File: src/rtl/denorm_shift_pkg.sv
// Shared constants and types for the denormalizing shifter and its companion normalizer.
package denorm_shift_pkg;

    localparam int MANTISSA_DEF = 11;
    localparam int EXPONENT_DEF = 5;
    localparam int MAX_SHIFT    = MANTISSA_DEF - 1;

    typedef enum logic [1:0] {
        IDLE  = 2'd0,
        SHIFT = 2'd1,
        HOLD  = 2'd2
    } state_e;

    typedef struct packed {
        state_e state;
        logic   rb;
    } dbg_t;

endpackage

File: src/rtl/denorm_shift_if.sv
// Operand/result handshake bundle for denorm_shift.
interface denorm_shift_if #(
    parameter int MANTISSA = 11,
    parameter int EXPONENT = 5
);
    // Both sides transfer on a rising edge where valid and ready are high together;
    // a producer holds its payload stable while valid is high and ready is low.
    logic [MANTISSA-1:0] in_mantissa;
    logic [EXPONENT-1:0] en_in;
    logic                in_valid;
    logic                in_ready;
    logic [MANTISSA-1:0] out_mantissa;
    logic                out_sat;
    logic                out_valid;
    logic                out_ready;

    modport slave (
        input  in_mantissa, en_in, in_valid, out_ready,
        output in_ready, out_mantissa, out_sat, out_valid
    );

    modport master (
        output in_mantissa, en_in, in_valid, out_ready,
        input  in_ready, out_mantissa, out_sat, out_valid
    );
endinterface

File: src/rtl/denorm_shift.sv
// Serial denormalizer: arithmetic right shift by a clamped count, one bit per cycle,
// then round-half-up by adding the last bit shifted out.
module denorm_shift
    import denorm_shift_pkg::*;
#(
    parameter int MANTISSA = MANTISSA_DEF,
    parameter int EXPONENT = EXPONENT_DEF
) (
    input  logic          clk,
    input  logic          rstn,
    denorm_shift_if.slave bus,
    output dbg_t          dbg
);

    localparam logic [EXPONENT-1:0] KMAX = EXPONENT'(MANTISSA - 1);

    state_e              state_q, state_d;
    logic [MANTISSA-1:0] mant_q, mant_d;
    logic [EXPONENT-1:0] cnt_q, cnt_d;
    logic                rb_q, rb_d;
    logic                sat_q, sat_d;

    logic                in_ready_c;
    logic                sat_in;
    logic [EXPONENT-1:0] k_in;
    logic [MANTISSA-1:0] shifted;

    always_ff @(posedge clk or negedge rstn) begin
        if (!rstn) begin
            state_q <= IDLE;
            mant_q  <= '0;
            cnt_q   <= '0;
            rb_q    <= 1'b0;
            sat_q   <= 1'b0;
        end else begin
            state_q <= state_d;
            mant_q  <= mant_d;
            cnt_q   <= cnt_d;
            rb_q    <= rb_d;
            sat_q   <= sat_d;
        end
    end

    always_comb begin
        state_d    = state_q;
        mant_d     = mant_q;
        cnt_d      = cnt_q;
        rb_d       = rb_q;
        sat_d      = sat_q;
        in_ready_c = (state_q == IDLE) || ((state_q == HOLD) && bus.out_ready);
        sat_in     = bus.en_in > KMAX;
        k_in       = sat_in ? KMAX : bus.en_in;
        shifted    = {mant_q[MANTISSA-1], mant_q[MANTISSA-1:1]};

        if (bus.in_valid && in_ready_c) begin
            // Capture also covers the HOLD drain cycle, giving back-to-back throughput.
            mant_d  = bus.in_mantissa;
            cnt_d   = k_in;
            sat_d   = sat_in;
            rb_d    = 1'b0;
            state_d = (k_in == '0) ? HOLD : SHIFT;
        end else begin
            case (state_q)
                SHIFT: begin
                    rb_d  = mant_q[0];
                    cnt_d = cnt_q - EXPONENT'(1);
                    if (cnt_q == EXPONENT'(1)) begin
                        // At least one shift has happened, so the increment cannot overflow.
                        mant_d  = shifted + {{(MANTISSA-1){1'b0}}, mant_q[0]};
                        state_d = HOLD;
                    end else begin
                        mant_d = shifted;
                    end
                end
                HOLD: begin
                    if (bus.out_ready) state_d = IDLE;
                end
                default: begin
                end
            endcase
        end
    end

    assign bus.in_ready     = rstn & in_ready_c;
    assign bus.out_valid    = (state_q == HOLD);
    assign bus.out_mantissa = mant_q;
    assign bus.out_sat      = sat_q;
    assign dbg              = '{state: state_q, rb: rb_q};

endmodule

File: src/flat_wrapper.sv
// flat-port wrapper written by rule: the top's interface ports become plain ports
module denorm_shift_flat import denorm_shift_pkg::*;
#(
    parameter int MANTISSA = MANTISSA_DEF,
    parameter int EXPONENT = EXPONENT_DEF
)
  (clk, rstn, dbg, bus_in_mantissa, bus_en_in, bus_in_valid, bus_out_ready, bus_in_ready, bus_out_mantissa, bus_out_sat, bus_out_valid);
  denorm_shift_if #(.MANTISSA(MANTISSA), .EXPONENT(EXPONENT)) bus_i ();
  input  logic clk;
  input  logic rstn;
  output dbg_t dbg;
  input wire logic [$bits(bus_i.in_mantissa)-1:0] bus_in_mantissa;
  input wire logic [$bits(bus_i.en_in)-1:0] bus_en_in;
  input wire logic [$bits(bus_i.in_valid)-1:0] bus_in_valid;
  input wire logic [$bits(bus_i.out_ready)-1:0] bus_out_ready;
  output wire logic [$bits(bus_i.in_ready)-1:0] bus_in_ready;
  output wire logic [$bits(bus_i.out_mantissa)-1:0] bus_out_mantissa;
  output wire logic [$bits(bus_i.out_sat)-1:0] bus_out_sat;
  output wire logic [$bits(bus_i.out_valid)-1:0] bus_out_valid;
  assign bus_i.in_mantissa = bus_in_mantissa;
  assign bus_i.en_in = bus_en_in;
  assign bus_i.in_valid = bus_in_valid;
  assign bus_i.out_ready = bus_out_ready;
  assign bus_in_ready = bus_i.in_ready;
  assign bus_out_mantissa = bus_i.out_mantissa;
  assign bus_out_sat = bus_i.out_sat;
  assign bus_out_valid = bus_i.out_valid;
  denorm_shift #(.MANTISSA(MANTISSA), .EXPONENT(EXPONENT)) u_core (.clk(clk), .rstn(rstn), .bus(bus_i), .dbg(dbg));
endmodule
File: config.mk
export PLATFORM = sky130hd
export DESIGN_NAME = denorm_shift_flat
export DESIGN_NICKNAME = d
export VERILOG_FILES = /design/src/rtl/denorm_shift_pkg.sv /design/src/rtl/denorm_shift_if.sv /design/src/rtl/denorm_shift.sv /design/src/flat_wrapper.sv
export SDC_FILE = /design/constraint.sdc
export NUM_CORES = 1
export LEC_CHECK = 0
export ABC_AREA = 1
export CAP_MARGIN = 20
export CORE_UTILIZATION = 48
export CTS_CLUSTER_DIAMETER = 60
export DETAILED_ROUTE_END_ITERATION = 10
export GPL_ROUTABILITY_DRIVEN = 1
export PLACE_DENSITY = 0.8
export SKIP_LAST_GASP = 1
export SYNTH_ARGS = -nofsm -noshare
export SYNTH_HDL_FRONTEND = slang
export SYNTH_SLANG_ARGS = --single-unit
export TNS_END_PERCENT = 5
File: constraint.sdc
create_clock -name clk -period 1.8 [get_ports clk]
set_input_delay 0.36 -clock clk [delete_from_list [all_inputs] [get_ports clk]]
set_output_delay 0.36 -clock clk [all_outputs]
set_load 0.02 [all_outputs]
## After elaboration in Yosys (flattened, before gate mapping)

Index checks and enable logic that the tools add are counted.

- Flip-flop bits (word level): 20
- Latch bits: 0
- RAM bits: 0
- ROM bits: 0
- Bits of input ports: 20
- Output and inout bits: 17
- Logic and storage cells: 38
- Memories kept: 0

- Add/sub/neg operators: 2
- Multipliers: 0
- Div/mod/pow operators: 0
- $lt $le $gt $ge: 1
- Eq/ne operators: 5
- Shift-type cells: 0
- Mux-type cells: 13
- Bitwise logic cells: 1
- Reductions and logical operators: 10

Operators by type and width:

| cell | number |
|---|---|
| 2-to-1 mux 11 bit | 3 |
| 2-to-1 mux 5 bit | 3 |
| adder 10 x 2 -> 11 bit | 1 |
| 2-to-1 mux 2 bit | 4 |
| equality test 5 x 1 -> 1 bit, second input constant | 1 |
| greater-than comparator 5 x 4 -> 1 bit, second input constant | 1 |
| zero test 5 bit | 1 |
| subtractor 5 x 1 -> 5 bit, second input constant | 1 |
| case mux 2 bit (2 select lines) | 1 |
| nonzero test 2 bit | 2 |
| inequality test 3 x 1 -> 1 bit, second input constant | 1 |
| inequality test 3 x 2 -> 1 bit, second input constant | 1 |
| AND reduction 3 bit | 1 |
| nonzero test 3 bit | 1 |
| equality test 2 x 1 -> 1 bit, second input constant | 1 |
| equality test 2 bit, second input constant | 1 |
| logical AND 1 bit | 2 |
| zero test 2 bit | 1 |
| 2-to-1 mux 1 bit | 2 |
| AND reduction 2 bit | 1 |
| bitwise AND 1 bit | 1 |
| logical OR 1 bit | 1 |

## Logic depth before layout (Yosys ltp)

Gate-level depths: netlist (run 1).

- Depth in word-level cells: 6
- Depth in mapped cells: 11
- Mapped depth without buffers: 11

## Worst setup path after synthesis (run 1)

No wires, ideal clock.

- Path kind: reg2reg
- Start: reg u_core.mant_q[0], in the netlist u_core.bus.out_mantissa[0]
- End: reg u_core.mant_q[6], in the netlist u_core.bus.out_mantissa[6]
- Library setup time: 117 ps
- Arrival: 1431 ps
- Required time: 1683 ps
- Path slack: 252 ps
- Stages on the path, launching flop included: 10
- Buffers on the path: 0
- Clock period less this slack: 1548 ps
- Path through: dfrtp_1 ha_1 ha_1 inv_1 nor2_2 nand2_1 o21ai_0 nand3_1 nand2_1 nand2_1

- Longest elaborated chain between the ends: 4

RTL lines:

| item | RTL line | source |
|---|---|---|
| start, declared | denorm_shift.sv:18 | `logic [MANTISSA-1:0] mant_q, mant_d;` |
| start signal, assigned | denorm_shift.sv:37 | `mant_q <= mant_d;` |
| adder 10 x 2 -> 11 bit | denorm_shift.sv:69 | `mant_d = shifted + {{(MANTISSA-1){1'b0}}, mant_q[0]};` |
| 2-to-1 mux 11 bit | denorm_shift.sv:67 | `if (cnt_q == EXPONENT'(1)) begin` |
| 2-to-1 mux 11 bit | denorm_shift.sv:63 | `case (state_q)` |
| 2-to-1 mux 11 bit | denorm_shift.sv:55 | `if (bus.in_valid && in_ready_c) begin` |

Every way passes these cells. The select of a mux whose other input is x is not followed.
A chain may end at the register's enable or synchronous reset.

## Worst setup path in the final report (run 1)

- Start: reg u_core.mant_q[5], in the netlist u_core.bus.out_mantissa[5]
- End: out bus_out_mantissa[5]

RTL lines:

| item | RTL line | source |
|---|---|---|
| end, declared | flat_wrapper.sv:17 | `output wire logic [$bits(bus_i.out_mantissa)-1:0] bus_out_mantissa;` |

No word-level cell between the ends.

==> reports/metrics.cfg, run 1 <==
[setup_path]
max_stage_delay_ps = 640
worstSetupEndpointType = primary output
worstPathMaxFanout = 6
worst-r2r-cell-count = 11
startpoint_type = register
critPathArrivalTime_ps = 1420
crit_path_start = u_core.bus.out_mantissa[5]
reg2reg_from = u_core.cnt_q[1]
regToRegSetupSlack_ps = 170
crit_chain = clkdlybuf4s50_1
worst-path-buf-inv = 1
critPathSlowestCell = clkdlybuf4s50_1
crit_type = reg -> out
crit_family = buffers and inverters
cp.required_ps = 1440
reg2reg_to = u_core.bus.out_mantissa[5]

[placement]
preCtsSetupSlack_ps = -244
place_area_um2 = 1790
dpl.hpwl_mm = 2.38
routabilityCongestion = 0.843
port_buffers = 36

[logic_synthesis]
async_flop_share_pct = 100
synth-seq-area-share_pct = 36.5
yosys_warnings = 0
syn_nets = 228
synth_area_per_cell_um2 = 6.72
synth_cell_type_count = 27
synth_flop_cell = dfrtp_1
synth_edf_count = 0
syn_inst = 204
netlist_area_um2 = 1370
synth_seq_cells = 20

[sta]
final-hold-violation-count = 0
setup_tns_ps = 0
fin_ws_ps = 16.1
worstMarginPinSlew_ps = 338
period_needed_ps = 1780
setup_violations = 0
slew_headroom_pct = 77.5
finClkSkew_ps = 4.86
rsz0062_at_grt = yes
fin_crit_sh_pct = 99.1
fmax_mhz = 561
slew_violations = 0

[global_route]
grt_pass1_wl_mm = 5.42
grt_overflow = 0
busiest_layer = met2
use_met2_pct = 36.3
use_met1_pct = 29.4
grt_max_degree = 21
grtUsageTotal_pct = 22.0
met3_usage_pct = 2.81
antenna_found_initial = 0
grt_pass1_vias = 1279

[clock_tree]
htree_levels = 1
numClockSinks = 20
holdBufCountCts = 0
clock-root-buffer = clkbuf_4
path_clk_slew_ps = 120
tritoncts = done
cts_setup_buffers = 0
numCtsBuffers = 3
clkLatencyLatePin_ps = 300
cts_buffer_depth = 2

[floorplanning]
die_w_um = 55.4
rows = 19
dieArea_um2 = 3070
core_um2 = 2730
initial_core_util_pct = 50.1
ios = 37
die_h_um = 55.4

[run_status]
outcome = finished clean

[min_path]
min_delay_path_depth = 2
whs_endpoint = u_core.rb_q
worstHoldStart = u_core.rb_q
worstHoldPathType = reg -> reg

[detailed_routing]
drt_iter0_drc = 36
drc = 0
post_drt_wl_per_cell_um = 11.3
dr.pass1.iters = 4
vias_per_cell = 5.10
ant_nets = 0
dr_total_vias = 1408
wirelength_mm = 3.12

[job]
maxCapViolations = 0

[cells_and_area]
layout.nets = 270
insertedDiodeCount = 0
stdcell_area_um2 = 1820
drive_gt1_share_pct = 7.35
syn_to_final_growth_pct = 33.2

[pwr]
ir_drop_mv = 1.23
p_leak_nw = 0.906
pwr_density_cell_nw_per_um2 = 1600

==> cells in the mapped netlist (all sizes together), types with 3 or more instances <==
cell / count / share of area [%]
nand3: 12 / 4.7
nor2: 26 / 8.4
nand4: 4 / 1.8
nand2: 68 / 19
ha: 4 / 3.7
buf: 6 / 2.6
o21ai: 15 / 5.5
inv: 27 / 7.4
dfrtp: 20 / 37
a21oi: 5 / 1.8
o211ai: 3 / 1.6
==> where the power goes <==
group | switching (mW) | leakage, nW | internal, mW
Sequential | 0.219 | 0.247 | 0.659
Clock | 0.142 | 0.0210 | 0.123
Combinational | 1.02 | 0.638 | 0.758
==> cell type report <==
class / instances / area [µm²]
Multi-Input combinational cell: 151 / 733
Tap cell: 31 / 38.8
Timing Repair Buffer: 43 / 414
Sequential cell: 20 / 500
Clock buffer: 4 / 36.3
Inverter: 27 / 101
Fill cell: 258 / 910
==> cell usage in the layout (no fill, tap or decap), drive strengths merged <==
| master | n |
|---|---|
| xnor2 | 1 |
| o211ai | 3 |
| ha | 4 |
| nor2 | 26 |
| a21oi | 5 |
| clkdlybuf4s50 | 34 |
| dlygate4sd2 | 1 |
| nand4 | 4 |
| nor3 | 2 |
| xor2 | 2 |
| a21o | 1 |
| dfrtp | 20 |
| inv | 27 |
| a22oi | 2 |
| o21ai | 15 |
| nand3 | 12 |
| a31oi | 2 |
| clkbuf | 4 |
| or2 | 1 |
| dlymetal6s2s | 1 |
| o22ai | 2 |
| o21bai | 1 |
| buf | 7 |
| nand2 | 68 |
==> routing by layer <==
metal  routed length, µm  up-vias
met1                1410      626
met2                1480       44
met5                   0        -
met4                  58        0
li1                    -      732
met3                 161        6
==> flip-flops by register name, indices dropped and copies added, names as in the netlist <==
register,flops
u_core.bus.out_mantissa,11
u_core.cnt_q,5
u_core.rb_q,1
u_core.state_q,2
u_core.bus.out_sat,1
==> tightest hold or removal path: cells and delay by family (launching register included) <==
kind | cells | cell delay, ps
flops | 1 | 370
compound gates | 1 | 70
buf+inv | 1 | 50
==> through the flow <==
stage	hold slack, ps	total power [mW]	instances	util [%]
finish	507	2.92	276	66.7
global route	526	3.20	276	66.7
CTS	513	2.95	276	66.6
detailed placement	481	2.67	272	65.4
global placement	470	2.63	272	65.4
floorplan	64.4	2.02	204	-
==> worst max path at each step <==
stage                                             to  slack (ps)  cells past startpoint
after CTS                              bus_out_valid         -60                      3
final                            bus_out_mantissa[5]          20                      1
after global routing      u_core.bus.out_mantissa[7]         -80                     11
after floorplan           u_core.bus.out_mantissa[6]         250                      9
after detailed placement                bus_in_ready        -240                      4
after global placement                  bus_in_ready        -240                      4
==> kinds of logic (layout without fill, tap and decap cells) <==
family                   after synthesis  count (layout)  share of synthesized area [%]
AND/OR/NAND/NOR                      113             113                           35.0
flip-flops                            20              20                           36.5
AO/OA/AOI/OAI                         31              31                           13.0
XOR/XNOR                               3               3                           1.92
adder cells (fa/ha/maj)                4               4                           3.65
buffers and inverters                 33              74                           9.95
==> timing repair <==
item,4_1_cts,5_1_grt
setup endpoints to repair,2,11
resized for setup,1,1
endpoints found under the hold margin,0,0
(Power assumes the default switching activity.)
==> run 2, diff against run 1 <==
- MAX_ROUTING_LAYER: default -> met4
==> reports/metrics.cfg, run 2 (same netlist as run 1, synthesis figures left out) <==
[setup_path]
worst-path-buf-inv = 1  ; unchanged
crit_type = reg -> out
startpoint_type = register
worstSetupEndpointType = primary output
max_stage_delay_ps = 640  ; about the same
critPathArrivalTime_ps = 1420  ; about the same
crit_family = buffers and inverters
crit_chain = clkdlybuf4s50_1
worstPathMaxFanout = 6  ; unchanged
cp.required_ps = 1440  ; about the same
critPathSlowestCell = clkdlybuf4s50_1

[detailed_routing]
ant_nets = 0  ; unchanged
vias_per_cell = 5.09  ; -0.14%
dr.pass1.iters = 4  ; unchanged
post_drt_wl_per_cell_um = 11.3  ; about the same
drt_iter0_drc = 40  ; +11%
drc = 0  ; unchanged
wirelength_mm = 3.12  ; about the same
dr_total_vias = 1406  ; -0.14%

[floorplanning]
die_h_um = 55.4  ; unchanged
rows = 19  ; unchanged
dieArea_um2 = 3070  ; unchanged
initial_core_util_pct = 50.1  ; unchanged
core_um2 = 2730  ; unchanged
die_w_um = 55.4  ; unchanged
ios = 37  ; unchanged

[cells_and_area]
layout.nets = 270  ; unchanged
insertedDiodeCount = 0  ; unchanged
fillCellCount = 258  ; unchanged
drive_gt1_share_pct = 7.35  ; unchanged
mostFrequentLayoutCells = nand2_1, clkdlybuf4s50_1, inv_1, nor2_1, dfrtp_1
largest_register_ffs = 11  ; unchanged
regArea_um2 = 500  ; unchanged
multi_input_area_um2 = 733  ; unchanged
syn_to_final_growth_pct = 33.2  ; unchanged
final_common_cell = nand2_1

[pwr]
seqPwrFrac_pct = 30.1  ; about the same
p_int_mw = 1.54  ; about the same
p_sw_mw = 1.38  ; about the same
clockPowerShare_pct = 9.1  ; about the same
power_mw = 2.92  ; about the same
switching_share_pct = 47.2  ; about the same
pwr_density_cell_nw_per_um2 = 1600  ; about the same
p_leak_nw = 0.906  ; unchanged
power_frac_comb_pct = 60.8  ; about the same
ir_drop_mv = 1.23  ; about the same

[global_route]
grt_pass1_wl_mm = 5.44  ; +0.26%
grt_overflow = 0  ; unchanged
grtUsageTotal_pct = 22.7  ; +0.68 points
grt_pass1_vias = 1276  ; -0.23%
antenna_found_initial = 0  ; unchanged
grt_max_degree = 21  ; unchanged

[placement]
port_buffers = 36  ; unchanged
routabilityCongestion = 0.856  ; +1.6%
dpl.hpwl_mm = 2.38  ; unchanged
preCtsSetupSlack_ps = -244  ; unchanged

[sta]
rsz0062_at_grt = yes
worstMarginPinSlew_ps = 338  ; +0.00858 ps
final-hold-violation-count = 0  ; unchanged
slew_violations = 0  ; unchanged
fmax_mhz = 561  ; +0.10%
setup_violations = 0  ; unchanged
fin_crit_sh_pct = 99.0  ; -0.10 points
period_needed_ps = 1780  ; -1.81 ps
setup_tns_ps = 0  ; unchanged
slew_headroom_pct = 77.5  ; about the same
fin_ws_ps = 17.9  ; +1.81 ps
finClkSkew_ps = 4.64  ; -0.219 ps

[clock_tree]
tritoncts = done
cts_buffer_depth = 2  ; unchanged
numClockSinks = 20  ; unchanged
clkLatencyLatePin_ps = 300  ; about the same
numCtsBuffers = 3  ; unchanged
htree_levels = 1  ; unchanged
cts_setup_buffers = 0  ; unchanged
clock-root-buffer = clkbuf_4
path_clk_slew_ps = 120  ; about the same

[job]
maxCapViolations = 0  ; unchanged

[min_path]
worstHoldPathType = reg -> reg

[run_status]
outcome = finished clean

run 2: cell counts in the layout (fill, tap and decap cells not counted):
Identical to the previous run, type by type.
run 2: power groups by stage:
stage	Combinational, mW	Clock [mW]	Sequential (mW)
after floorplan	0.978	0	1.04
after global placement	1.75	0	0.881
after detailed placement	1.79	0	0.884
after CTS	1.79	0.280	0.875
after global routing	1.99	0.295	0.913
final	1.78	0.266	0.877
run 2: worst paths after layout:
kind / startpoint / endpoint / slack (ps) / cells after the start
max in group asynchronous: rstn / u_core.cnt_q[0] / 1070 / 2
worst min-delay path: u_core.rb_q / u_core.rb_q / 510 / 2
worst min register to register: u_core.rb_q / u_core.rb_q / 510 / 2
min in group asynchronous: rstn / u_core.bus.out_mantissa[9] / 520 / 2
worst max-delay path: u_core.bus.out_mantissa[5] / bus_out_mantissa[5] / 20 / 1
worst max register to register: u_core.cnt_q[1] / u_core.bus.out_mantissa[5] / 170 / 11
run 2: layout make-up:
type | count | share of cell area, %
inverter | 27 | 5.56
tap | 31 | 2.13
sequential | 20 | 27.4
multi-input combinational | 151 | 40.2
timing repair buffer | 43 | 22.7
clock buffer | 4 | 1.99
run 2: stage by stage:
step / std cells / utilization [%] / hold WS, ps / area, µm²
6_report: 276 / 66.7 / 507 / 1820
5_1_grt: 276 / 66.7 / 526 / 1820
4_1_cts: 276 / 66.6 / 513 / 1820
3_5_place_dp: 272 / 65.4 / 481 / 1790
3_3_place_gp: 272 / 65.4 / 470 / 1790
2_1_floorplan: 204 / - / 64.4 / 1370
run 2: layer usage:
layer / vias up / global-route usage, % / share of wire, %
met3: 6 / 2.58 / 4.8
li1: 731 / - / -
met2: 42 / 36.3 / 48
met5: - / - / 0
met1: 627 / 29.7 / 46
met4: 0 / 8.57 / 1.9
run 2: repair_timing:
item	4_1_cts	5_1_grt
hold endpoints to repair	0	0
hold buffers	0	0
setup endpoints to repair	2	11
gates resized for setup	1	1
cloned	0	0
==> run 3, diff against run 2 <==
- CORE_MARGIN: default -> 3
- SLEW_MARGIN: default -> 0
==> reports/metrics.cfg, run 3 (same netlist as run 1, synthesis figures left out) <==
[run_status]
outcome = complete, but fails checks
violations = negative setup slack

[setup_path]
max_stage_delay_ps = 660  ; +20 ps
crit_type = reg -> out
critPathSlowestCell = clkdlybuf4s50_1
crit_family = buffers and inverters
reg2reg_from = u_core.bus.out_mantissa[0]
cp.required_ps = 1440  ; about the same
crit_path_start = u_core.bus.out_mantissa[6]
worst-path-buf-inv = 1  ; unchanged
worstPathMaxFanout = 8  ; +2
crit_chain = clkdlybuf4s50_1
critPathArrivalTime_ps = 1480  ; +60 ps
startpoint_type = register
worstSetupEndpointType = primary output

[detailed_routing]
dr.pass1.iters = 4  ; unchanged
post_drt_wl_per_cell_um = 13.2  ; +17%
dr_total_vias = 1441  ; +2.5%
drt_iter0_drc = 68  ; +70%
drc = 0  ; unchanged
ant_nets = 0  ; unchanged
vias_per_cell = 5.26  ; +3.2%
wirelength_mm = 3.63  ; +16%

[global_route]
met3_usage_pct = 3.27  ; +0.69 points
grtUsageTotal_pct = 23.4  ; +0.75 points
busiest_layer = met2
grt_overflow = 0  ; unchanged
use_met1_pct = 28.2  ; -1.5 points
grt_pass1_vias = 1399  ; +9.6%
antenna_found_initial = 0  ; unchanged
use_met2_pct = 39.3  ; +3.0 points
grt_pass1_wl_mm = 6.07  ; +12%
grt_max_degree = 21  ; unchanged

[sta]
worstMarginPinSlew_ps = 442  ; +104 ps
fin_ws_ps = -36.3  ; -54.2 ps
setup_violations = 2  ; +2
slew_violations = 0  ; unchanged
period_needed_ps = 1840  ; +54.2 ps
slew_headroom_pct = 70.5  ; -6.9 points
final-hold-violation-count = 0  ; unchanged
fin_crit_sh_pct = 102  ; +3.0 points
fmax_mhz = 545  ; -3.0%
finClkSkew_ps = 1.83  ; -2.81 ps
setup_tns_ps = -54.1  ; -54.1 ps
rsz0062_at_grt = yes

[clock_tree]
numCtsBuffers = 3  ; unchanged
cts_buffer_depth = 2  ; unchanged
htree_levels = 1  ; unchanged
clkLatencyLatePin_ps = 310  ; about the same
numClockSinks = 20  ; unchanged
cts_setup_buffers = 0  ; unchanged
clock-root-buffer = clkbuf_4
path_clk_slew_ps = 120  ; about the same
tritoncts = done

[cells_and_area]
largest_register_ffs = 11  ; unchanged
final_common_cell = nand2_1
drive_gt1_share_pct = 6.97  ; -0.38 points
layout.nets = 269  ; -0.37%
syn_to_final_growth_pct = 33.7
final_cells = 274  ; -0.72%
mostFrequentLayoutCells = nand2_1, clkdlybuf4s50_1, inv_1, nor2_1, dfrtp_1
insertedDiodeCount = 0  ; unchanged

[placement]
port_buffers = 36  ; unchanged
dpl.hpwl_mm = 2.68  ; +12%
routabilityCongestion = 0.831  ; -2.9%
preCtsSetupSlack_ps = -230  ; +13.9 ps
dpl.cell_count = 270  ; -0.74%

[pwr]
power_mw = 3.05  ; +4.5%
ir_drop_mv = 1.13  ; -8.6%
pwr_density_cell_nw_per_um2 = 1660  ; +4.0%
p_leak_nw = 0.908  ; +0.22%

[floorplanning]
initial_core_util_pct = 52.9  ; +2.8 points
core_um2 = 2590  ; -5.3%
die_w_um = 59.4  ; +7.2%
ios = 37  ; unchanged
rows = 18  ; -1
dieArea_um2 = 3530  ; +15%
die_h_um = 59.4  ; +7.2%

[job]
maxCapViolations = 0  ; unchanged

[min_path]
worstHoldPathType = in -> async

## run 3: cell count changes in the layout (fill, tap and decap cells not counted)
cell and change:
buf_4 -1, clkbuf_8 -1, bufinv_16 +1
## run 3: final timing paths
| check | to | slack, ps | cells after the start |
|---|---|---|---|
| max in group asynchronous | u_core.cnt_q[2] | 1120 | 2 |
| worst max-delay path | bus_out_mantissa[6] | -40 | 1 |
| worst min register to register | u_core.rb_q | 510 | 2 |
| worst min-delay path | u_core.bus.out_mantissa[10] | 470 | 2 |
| worst max register to register | u_core.bus.out_mantissa[6] | 120 | 9 |
| min in group clk | u_core.rb_q | 510 | 2 |
## run 3: final cells by class
cell class / instances / area (µm²)
fill: 244 / 758
multi-input combinational: 151 / 733
sequential: 20 / 500
timing repair buffer: 42 / 407
inverter: 27 / 101
tap: 30 / 37.5
clock inverter: 1 / 30.0
clock buffer: 3 / 22.5
## run 3: through the flow
step	utilization [%]	hold slack, ps	area [µm²]
after detailed placement	68.6	488	1780
final	70.7	469	1830
after global placement	68.6	473	1780
after global routing	70.7	471	1830
after CTS	70.6	458	1830
after floorplan	-	64.4	1370
## run 3: layer usage
metal	up-vias	share of wire, %	wire length [µm]
met4	0	1.5	54
met3	6	6.5	235
met1	663	43	1570
met2	46	49	1770
li1	726	-	-
met5	-	0	0
## run 3: repair_timing
item                       in CTS  in global routing
gates cloned                    0                  0
hold buffers                    0                  0
resized for setup               1                  1
setup endpoints to repair       6                 10
hold endpoints to repair        0                  0
## run 3: power by group
part	internal (mW)	leakage [nW]	switching, mW	total [mW]
combinational	0.739	0.633	1.03	1.77
clock	0.225	0.0279	0.156	0.381
sequential	0.658	0.247	0.242	0.900
